==> config.mk <==
export PLATFORM = sky130hd
export DESIGN_NAME = clk_div_monitor
export DESIGN_NICKNAME = d
export VERILOG_FILES = /design/src/rtl/clk_div_monitor.sv
export SDC_FILE = /design/constraint.sdc
export NUM_CORES = 1
export LEC_CHECK = 0
export ABC_AREA = 1
export BUFFER_PORTS_ARGS = -buffer_cell sky130_fd_sc_hd__buf_2
export CORE_MARGIN = 2
export CORE_UTILIZATION = 25
export CTS_CLUSTER_SIZE = 10
export DETAILED_ROUTE_END_ITERATION = 6
export SYNTH_ARGS = -nofsm -noshare
export SYNTH_HDL_FRONTEND = slang
export SYNTH_SLANG_ARGS = --single-unit
==> constraint.sdc <==
create_clock -name clk_in -period 2.25 [get_ports clk_in]
set_clock_uncertainty 0.05 [all_clocks]
set_input_delay 0.45 -clock clk_in [delete_from_list [all_inputs] [get_ports clk_in]]
set_output_delay 0.45 -clock clk_in [all_outputs]
set_load 0.03 [all_outputs]
==> src/rtl/clk_div_monitor.sv <==
// -----------------------------------------------------------------------------
// clk_div_monitor
//
// Checks a divided clock by sampling it as ordinary data in the clk_in domain.
// The block measures the period and the high time of sig_in in clk_in cycles.
// It compares both against exp_period / exp_high within +/-TOL. A mismatch, or
// a stuck input that saturates the period counter, raises a sticky error and
// bumps a saturating error counter.
//
// Ports
//   clk_in      in   1  system clock (sole clock)
//   rst         in   1  asynchronous, active-high reset
//   sig_in      in   1  divided clock under test, treated as data
//   enable      in   1  1 = measure, 0 = return to IDLE (outputs hold)
//   exp_period  in   W  expected period in clk_in cycles
//   exp_high    in   W  expected high time in clk_in cycles
//   clear_err   in   1  synchronous clear of err / err_count
//   period      out  W  last completed period measurement
//   high_time   out  W  last completed high-time measurement
//   meas_valid  out  1  one-cycle pulse when period/high_time update
//   err         out  1  sticky: mismatch or timeout seen
//   timeout     out  1  one-cycle pulse: period counter saturated
//   err_count   out  8  number of error events, saturates at 255
// -----------------------------------------------------------------------------
module clk_div_monitor #(
    parameter int W           = 8,
    parameter int SYNC_STAGES = 2,
    parameter int TOL         = 0
) (
    input  logic         clk_in,
    input  logic         rst,
    input  logic         sig_in,
    input  logic         enable,
    input  logic [W-1:0] exp_period,
    input  logic [W-1:0] exp_high,
    input  logic         clear_err,
    output logic [W-1:0] period,
    output logic [W-1:0] high_time,
    output logic         meas_valid,
    output logic         err,
    output logic         timeout,
    output logic [7:0]   err_count
);

    typedef enum logic [1:0] {IDLE, ARM, HIGH, LOW} state_t;

    localparam logic [W-1:0] CNT_MAX = '1;

    state_t                 state_q, state_d;
    logic [SYNC_STAGES-1:0] sync_q;
    logic                   s_d;
    logic                   s, rise, fall;
    logic [W-1:0]           per_q, per_d;
    logic [W-1:0]           hi_q, hi_d;
    logic                   report, time_out, mismatch, err_event;

    function automatic logic [W-1:0] abs_diff(input logic [W-1:0] a, input logic [W-1:0] b);
        return (a >= b) ? (a - b) : (b - a);
    endfunction

    // ---------------- Synchroniser and edge detector ----------------
    assign s    = sync_q[SYNC_STAGES-1];
    assign rise = s & ~s_d;
    assign fall = ~s & s_d;

    // NOTE: the sync chain is a handful of flops, not a memory, so it is reset
    // like any other state; that keeps a spurious rise from firing after reset.
    always_ff @(posedge clk_in or posedge rst) begin
        if (rst) begin
            sync_q <= '0;
            s_d    <= 1'b0;
        end else begin
            sync_q <= (sync_q << 1) | SYNC_STAGES'(sig_in);
            s_d    <= s;
        end
    end

    // ---------------- FSM: state register ----------------
    // NOTE: every clocked block uses non-blocking assignments so all flops
    // sample pre-edge values regardless of process ordering.
    always_ff @(posedge clk_in or posedge rst) begin
        if (rst) state_q <= IDLE;
        else     state_q <= state_d;
    end

    // ---------------- FSM: next-state logic ----------------
    // NOTE: state_d gets a default before the case so no path leaves it
    // unassigned, which would otherwise infer a latch.
    always_comb begin
        state_d = state_q;
        if (!enable) begin
            state_d = IDLE;
        end else begin
            unique case (state_q)
                IDLE: state_d = ARM;
                ARM:  if (rise) state_d = HIGH;
                HIGH: begin
                    if (fall)                  state_d = LOW;
                    else if (per_q == CNT_MAX) state_d = ARM;
                end
                LOW: begin
                    if (rise)                  state_d = HIGH;
                    else if (per_q == CNT_MAX) state_d = ARM;
                end
                default: state_d = IDLE;
            endcase
        end
    end

    // ---------------- FSM: output decode ----------------
    // A report happens on a rise seen in LOW. A timeout happens when the
    // period counter is already full and the edge that would end the current
    // phase has not arrived.
    always_comb begin
        report   = enable && (state_q == LOW) && rise;
        time_out = enable && (per_q == CNT_MAX) &&
                   (((state_q == HIGH) && !fall) || ((state_q == LOW) && !rise));
        mismatch = report && ((abs_diff(per_q, exp_period) > W'(TOL)) ||
                              (abs_diff(hi_q,  exp_high)   > W'(TOL)));
        err_event = mismatch || time_out;
    end

    // ---------------- Counter next values ----------------
    always_comb begin
        per_d = per_q;
        hi_d  = hi_q;
        if (!enable || time_out) begin
            per_d = '0;
            hi_d  = '0;
        end else begin
            unique case (state_q)
                ARM: if (rise) begin
                    per_d = W'(1);
                    hi_d  = W'(1);
                end
                HIGH: begin
                    // A fall on the last count holds at full scale; the
                    // following LOW cycle then times out.
                    if (per_q != CNT_MAX) per_d = per_q + 1'b1;
                    if (!fall)            hi_d  = hi_q + 1'b1;
                end
                LOW: begin
                    if (rise) begin
                        per_d = W'(1);
                        hi_d  = W'(1);
                    end else begin
                        per_d = per_q + 1'b1;
                    end
                end
                default: begin
                    per_d = '0;
                    hi_d  = '0;
                end
            endcase
        end
    end

    // ---------------- Counters and registered outputs ----------------
    always_ff @(posedge clk_in or posedge rst) begin
        if (rst) begin
            per_q      <= '0;
            hi_q       <= '0;
            period     <= '0;
            high_time  <= '0;
            meas_valid <= 1'b0;
            timeout    <= 1'b0;
            err        <= 1'b0;
            err_count  <= 8'd0;
        end else begin
            per_q      <= per_d;
            hi_q       <= hi_d;
            meas_valid <= report;
            timeout    <= time_out;
            if (report) begin
                period    <= per_q;
                high_time <= hi_q;
            end
            // A clear that coincides with a new error keeps that one error.
            if (clear_err) begin
                err       <= err_event;
                err_count <= err_event ? 8'd1 : 8'd0;
            end else if (err_event) begin
                err <= 1'b1;
                if (err_count != 8'hFF) err_count <= err_count + 8'd1;
            end
        end
    end

endmodule

; ---- Yosys cells after proc, flatten, opt, wreduce, memory -nomap -nowiden
; Cells that the tools add are included.
[word_totals]
reg_bits = 48
inputBits = 21
wordCells = 81
[classes]
addsub = 7
order_cmp = 4
n_eq_ne = 11
mux = 22
bitwise_logic = 5
n_reduce_logical = 21
[ops]
columns = op, n
row1 = 2-to-1 mux 8 bit, 11
row2 = subtractor 8 bit, 4
row3 = "adder 8 x 1 -> 8 bit, second input constant", 3
row4 = one-hot mux 8 bit (3 select lines), 1
row5 = greater-or-equal comparator 8 bit, 2
row6 = "> comparator 8 x 1 -> 1 bit, second input constant", 2
row7 = "!= test 8 bit, second input constant", 2
row8 = one-hot mux 8 bit (2 select lines), 1
row9 = 2-to-1 mux 2 bit, 5
row10 = "equality test 8 bit, second input constant", 1
row11 = one-hot mux 2 bit (4 select lines), 1
row12 = logical AND 1 bit, 7
row13 = "!= test 3 x 1 -> 1 bit, second input constant", 2
row14 = "!= test 3 bit, second input constant", 2
row15 = AND reduction 2 bit, 3
row16 = "equality test 2 bit, second input constant", 2
row17 = logical OR 1 bit, 4
row18 = nonzero test 2 bit, 2
row19 = zero test 1 bit, 3
row20 = 2-to-1 mux 1 bit, 3
row21 = "!= test 3 x 2 -> 1 bit, second input constant", 1
row22 = bitwise AND 1 bit, 2
row23 = "equality test 2 x 1 -> 1 bit, second input constant", 1
row24 = zero test 2 bit, 1
row25 = 3 further kinds, 4

; ---- Logic depth before layout (Yosys ltp)
; Gate-level depths: netlist (run 1).
[depth]
word_depth = 9
mapped_depth = 20
depth_no_buf = 20

; ---- Worst setup path before layout (run 1)
; OpenSTA, ideal clock, no wires.
[synth_timing]
path_kind = input-to-reg
start = input exp_period[2]
end = register err_count[6]
setup_time_ns = 0.119
arrival_time_ns = 2.068
required_time_ns = 2.081
slack_ns = 0.012
cell_stages = 15
path_buffers = 0
path_cell_list = inv_1 -> ha_1 -> or2_2 -> nand3_1 -> nand2_1 -> xor2_1 -> inv_1 -> nand3_1 -> nand2_1 -> nand3_1 -> nand2_1 -> nand2_2 -> nand2_4 -> nand3_1 -> nand2_1
[synth_between]
elab_chain_len = 8
elab_cells_between_ends = 10
cone_classes = add/sub: 2 / order compare: 2 / mux: 1 / reduce/logical: 5
[synth_lines]
columns = element, line
row1 = "start, declared", 34  ; input logic [W-1:0] exp_period,
row2 = subtractor 8 bit or greater-or-equal comparator 8 bit (tied branches), 58  ; return (a >= b) ? (a - b) : (b - a);
row3 = 2-to-1 mux 8 bit *, 58
row4 = > comparator 8 x 1 -> 1 bit *, 118  ; mismatch = report && ((abs_diff(per_q, exp_period) > W'(TOL)) ||
row5 = logical OR 1 bit *, 118
row6 = logical AND 1 bit *, 118
row7 = logical OR 1 bit *, 120  ; err_event = mismatch || time_out;
row8 = nonzero test 2 bit (no source line) *, --
row9 = AND reduction 2 bit (no source line) *, --
row10 = "end signal, assigned", 181  ; err_count <= err_event ? 8'd1 : 8'd0;
row11 = "end signal, assigned", 184  ; if (err_count != 8'hFF) err_count <= err_count + 8'd1;
row12 = "end, declared", 42  ; output logic [7:0] err_count
; Mark *: on every way between the ends. The rest lies on a longest branch, timed or not.
; A chain may end at the register's enable or synchronous reset.

; ---- Final worst setup path (run 1)
[layout_timing]
start = register hi_q[2]
end = register err_count[1]
[layout_between]
elab_chain_len = 8
elab_cells_between_ends = 10
cone_classes = add/sub: 2 / order compare: 2 / mux: 1 / reduce/logical: 5
[layout_lines]
columns = element, line
row1 = "start, declared", 54  ; logic [W-1:0] hi_q, hi_d;
row2 = "start signal, assigned", 171  ; hi_q <= hi_d;
row3 = subtractor 8 bit or greater-or-equal comparator 8 bit (tied branches), 58
row4 = 2-to-1 mux 8 bit *, 58
row5 = > comparator 8 x 1 -> 1 bit *, 119  ; (abs_diff(hi_q, exp_high) > W'(TOL)));
row6 = logical OR 1 bit *, 118
row7 = logical AND 1 bit *, 118
row8 = logical OR 1 bit *, 120
row9 = nonzero test 2 bit (no source line) *, --
row10 = AND reduction 2 bit (no source line) *, --
; Marks and branches as above.

==> impl_metrics.yaml, run 1 <==
clocking:
  cts_buffers: 5
  cts-htree-levels: 2
  clock_sinks: 48
  clk_path_buf_depth: 2
  root_buffer: "clkbuf_16"
  path_clk_slew_ps: 70
  hold_buffers: 0
  clkLatencyLatePin_ps: 290
  cts_tree: "built"
finish:
  drive_gt1_frac: 0.316
  final_core_util: 0.359
  areaGrowthSynthToFinish_pct: 41.4
  num-nets-final: 739
  antenna-diode-count: 0
synthesis:
  synth_common_cells: "nand2_1, inv_1, nand3_1"
  synth_flop_cell: "dfrtp_1"
  synth_area_per_cell_sq_um: 6.82
  yosysMostFrequentCell: "nand2_1"
  synth_seq_cells: 48
  ys_warn_count: 0
  synthArstFlopShare: 1.00
  ys_top_cells_by_area: "dfrtp_1, nand2_1, ha_1"
  synth.distinct_cells: 43
  netlist_area_sq_mm: 0.00383
  syn-num-nets: 616
  syn_inst: 562
  yosysTopAreaCell: "dfrtp_1"
  seq_area_frac_synth: 0.313
  synth_edf_count: 0
  synth_top_area_frac: 0.313
sta:
  hold_viol: 0
  fmax_mhz: 453
  tightest_slew_ps: 570
  setup_violations: 0
  rsz0062_at_grt: "yes"
  slew_violations: 0
  tns_ps: 0
  relSlewSlack: 0.620
  period_needed_ps: 2210
  fin_crit_sh: 0.981
critical_path:
  crit_family: "simple AND/OR/NAND/NOR gates"
  crit_chain: "buf_4 > inv_1 > ha_2 > nand2_1 > nand2_1 > inv_1 > nand2_1 > xor2_1 > nor2_1 > nand3_1 > nand2_2 > nand3_4 > nand2_4 > nand2_8 > nand2_8 > nand3_1 > nand2_1"
  slowest_stage: "dfrtp_1"
  crit_top_cell: "nand2_1"
  cp-start-kind: "flop"
  criticalPathCategory: "reg -> reg"
  worstSetupPathDepth: 17
  critPathMaxFanout: 8
  reg2regPathDepth: 17
  critPathArrivalTime_ps: 2340
  critPathMaxStageDelay_ps: 430
  cp.required_ps: 2380
  crit_buf_inv: 3
  cp-end-kind: "flop"
global_route:
  grt_antenna_before_repair: 0
  gr-total-overflow: 0
  grt_max_degree: 26
  grt_pass1_wl_mm: 16.3
  grt_util_met3: 0.0146
  met1_usage: 0.161
  top_usage_layer: "met2"
  grt_pass1_vias: 3602
  global_route.usage.met2: 0.209
  grt_use_total: 0.121
floorplanning:
  start_util: 0.254
  die-area_sq_mm: 0.0163
  die_y_um: 128
  coreArea_sq_mm: 0.0151
  io_pins: 48
  die_x_um: 128
  num_rows: 45
pwr:
  irDropWorstVdd_uv: 325
  power_leakage_nw: 2.81
  p_per_area_mw_per_mm2: 600
routing:
  initialDrtViolationCount: 115
  num_vias: 3834
  antenna_left: 0
  wire_per_inst_um: 11.6
  vias_per_cell: 4.39
  first_pass_iters: 4
  wirelength_mm: 10.2
  drc: 0
run_status:
  status: "finished clean"
placement:
  io_buffers: 47
  gp_congestion: 0.851
  dp_hpwl_mm: 7.70
flow_run:
  maxCapViolCount: 0
hold_path:
  min_path_type: "in -> async"
## layout make-up
| type | instances | area (sq um) |
|---|---|---|
| Multi-Input combinational cell | 408 | 2600 |
| Timing Repair Buffer | 123 | 846 |
| Clock buffer | 6 | 139 |
| Inverter | 98 | 373 |
| Clock inverter | 2 | 15.0 |
| Fill cell | 1606 | 9670 |
| Timing Repair inverter | 1 | 7.51 |
| Tap cell | 188 | 235 |
| Sequential cell | 48 | 1200 |
## flip-flops by register name, summed over array words and instances, names as in the netlist
register and count:
state_q 2, sync_q 2, high_time 8, meas_valid 1
err 1, timeout 1, err_count 8, period 8
per_q 8, hi_q 8, s_d 1
## per-layer routing
metal	part of all wire	vias up
met3	0.025	7
met2	0.48	50
met5	0	-
met1	0.48	1747
li1	-	2030
met4	0.0092	0
## placed cells by master, fill, tap and decap left out, types with 11 or more instances in the layout
| cell | instances |
|---|---|
| a21oi_1 | 25 |
| a21oi_2 | 11 |
| buf_2 | 47 |
| buf_4 | 70 |
| dfrtp_1 | 46 |
| ha_1 | 18 |
| ha_4 | 13 |
| inv_1 | 88 |
| nand2_1 | 135 |
| nand2_2 | 18 |
| nand3_1 | 50 |
| nand4_1 | 14 |
| nor2_1 | 53 |
## final timing paths
kind	start	end	slack, ps
max	hi_q[2]$_DFFE_PP0P_	err_count[1]$_DFFE_PP0P_	40
min	rst	high_time[7]$_DFFE_PP0P_	160
max reg2reg	hi_q[2]$_DFFE_PP0P_	err_count[1]$_DFFE_PP0P_	40
min reg2reg	sync_q[0]$_DFF_PP0_	sync_q[1]$_DFF_PP0_	300
max in group asynchronous	rst	meas_valid$_DFF_PP0_	1470
min in group clk_in	sig_in	sync_q[0]$_DFF_PP0_	210
## power breakdown
part / switching (mW) / leakage (nW) / internal [mW]
clock network: 0.342 / 0.0691 / 0.443
logic: 0.835 / 2.12 / 0.491
registers: 0.111 / 0.620 / 1.03
## logic make-up after synthesis
logic type | synth area share
multiplexers | 0.00294
AND/OR/NAND/NOR | 0.352
buffers and inverters | 0.108
adder cells (fa/ha/maj) | 0.108
AO/OA/AOI/OAI | 0.0888
XOR/XNOR | 0.0274
flip-flops | 0.313
## metrics by stage
step           instance area, sq um  power [mW]  worst slack, ps  hold WS, ps  std cells
2_1_floorplan                  3830        1.94             12.2          281        562
3_3_place_gp                   4790        2.37             -273          281        855
3_5_place_dp                   4790        2.38             -309          286        855
4_1_cts                        5010        3.19             3.09          178        865
5_1_grt                        5420        3.48             -138          203        874
6_report                       5420        3.25             43.2          159        874
## repair_timing
| item | CTS | global route |
|---|---|---|
| setup buffers | 2 | 8 |
| cloned | 0 | 2 |
| resized for setup | 9 | 72 |
| pin swaps | 1 | 21 |
| setup endpoints to repair | 9 | 18 |
Note: power is estimated with default switching activity, not from simulation.
==> run 2: changes to the inputs <==
- clock period: 2.25 -> 2.7 ns (I/O delays scaled with it)
==> run 2 against run 1 <==
Effect of this change:
- sequential power is 17% lower
- critical path depth down 2
- non-clock buffer count fell by 63
- global-route usage decreased by 0.63 points
- combinational power down 29%
- power shrank 17%
- design area fell by 16%
- clock power grew 0.8%
- setup slack improved by 220 ps
- sequential share of layout area up 4.1 points
- utilization decreased by 5.7 points
- worst hold slack improved by 140 ps
==> impl_metrics.yaml, run 2 (synthesis gave the netlist of run 1 again) <==
run_status:
  status: "finished clean"
placement:
  gp_congestion: 0.836
  dp_hpwl_mm: 7.32
  io_buffers: 47
  post-place-ws_ps: -39.6
critical_path:
  crit_top_cell: "nand2_1"
  cp-start-kind: "flop"
  critPathMaxFanout: 9
  critPathArrivalTime_ps: 2560
  crit_chain: "ha_2 > nand2_1 > nand2_1 > nand2_1 > nand2_1 > xor2_1 > nor2_1 > nand3_1 > nand2_1 > nand3_1 > nand2_1 > nand2_2 > nand2_4 > nand3_1 > nand2_1"
  slowest_stage: "dfrtp_1"
  critPathMaxStageDelay_ps: 440
  cp.required_ps: 2820
  cp-end-kind: "flop"
  criticalPathCategory: "reg -> reg"
floorplanning:
  coreArea_sq_mm: 0.0151
  io_pins: 48
  die-area_sq_mm: 0.0163
  num_rows: 45
  start_util: 0.254
  die_x_um: 128
  die_y_um: 128
clocking:
  cts-htree-levels: 2
  clk_path_buf_depth: 2
  path_clk_slew_ps: 70
  post_cts_buffers: 0
  clkLatencyLatePin_ps: 290
  cts_buffers: 5
  clock_sinks: 48
  cts_tree: "built"
  root_buffer: "clkbuf_16"
sta:
  period_needed_ps: 2440
  fin_crit_sh: 0.903
  tns_ps: 0
  worst_slack_ps: 262
  fmax_mhz: 410
  hold_viol: 0
  tightest_slew_ps: 626
  slew_violations: 0
  rsz0062_at_grt: "no"
  setup_violations: 0
  relSlewSlack: 0.583
global_route:
  grt_pass1_vias: 3342
  grt_antenna_before_repair: 0
  grt_max_degree: 49
  grt_pass1_wl_mm: 15.3
  grt_use_total: 0.114
  gr-total-overflow: 0
routing:
  vias_per_cell: 4.42
  wire_per_inst_um: 11.3
  first_pass_iters: 4
  initialDrtViolationCount: 147
  wirelength_mm: 9.11
  drc: 0
  num_vias: 3571
  antenna_left: 0
finish:
  layout_common_cells: "nand2_1, inv_1, nand3_1"
  areaGrowthSynthToFinish_pct: 19.0
  final_common_cell: "nand2_1"
  antenna-diode-count: 0
  num-nets-final: 674
  drive_gt1_frac: 0.160
  fill_cells: 1698
pwr:
  irDropWorstVdd_uv: 437
  power_leakage_nw: 2.50
  total_power_mw: 2.68
  p_per_area_mw_per_mm2: 589
flow_run:
  maxCapViolCount: 0
hold_path:
  min_path_type: "reg -> reg"
-- run 2: worst paths after layout --
check | from | to | slack [ps] | cells past startpoint
setup reg to reg | hi_q[1]$_DFFE_PP0P_ | err_count[4]$_DFFE_PP0P_ | 260 | 15
hold / removal | sync_q[0]$_DFF_PP0_ | sync_q[1]$_DFF_PP0_ | 300 | 0
setup / recovery | hi_q[1]$_DFFE_PP0P_ | err_count[4]$_DFFE_PP0P_ | 260 | 15
max in group asynchronous | rst | per_q[0]$_DFFE_PP0P_ | 1820 | 3
hold reg to reg | sync_q[0]$_DFF_PP0_ | sync_q[1]$_DFF_PP0_ | 300 | 0
min in group asynchronous | rst | hi_q[3]$_DFFE_PP0P_ | 340 | 3
-- run 2: final cells by class --
cell class,instances,area [sq um],area share
clock buffers,5,125,0.0274
well taps,188,235,0.0516
flip-flops and latches,48,1200,0.263
inverters,98,368,0.0807
multi-input cells,407,2240,0.491
repair buffers,60,333,0.0730
clock inverters,2,60.1,0.0132
-- run 2: what timing repair did --
action	4_1_cts	5_1_grt
hold endpoints to repair	0	0
gates resized for setup	0	5
hold buffers	0	0
endpoints found under the setup margin	0	6
-- run 2: report_power, final --
| part | leakage [nW] | total, mW | internal (mW) | switching, mW |
|---|---|---|---|---|
| clock network | 0.0899 | 0.790 | 0.526 | 0.265 |
| registers | 0.623 | 0.946 | 0.858 | 0.0880 |
| logic | 1.79 | 0.947 | 0.303 | 0.644 |
| total | 2.50 | 2.68 | 1.69 | 0.997 |
-- run 2: stage by stage --
step,utilization,hold WS [ps],instance area [sq um],cells
5_1_grt,0.302,304,4560,808
6_report,0.302,299,4560,808
3_5_place_dp,0.289,288,4360,801
2_1_floorplan,-,281,3830,562
3_3_place_gp,0.289,285,4360,801
4_1_cts,0.301,301,4550,808
-- run 2: critical path: cells and delay by family (launching register included) --
family        cells  cell delay, ps
simple gates     13            1260
flops             1             440
fa+ha+maj         1             420
xor+xnor          1             160
-- run 2: routing by layer --
layer	part of all wire	GRT usage	vias up
met5	0	0	-
met4	0.011	0.0291	0
met3	0.030	0.0171	9
met2	0.46	0.199	58
met1	0.50	0.148	1610
li1	-	-	1894
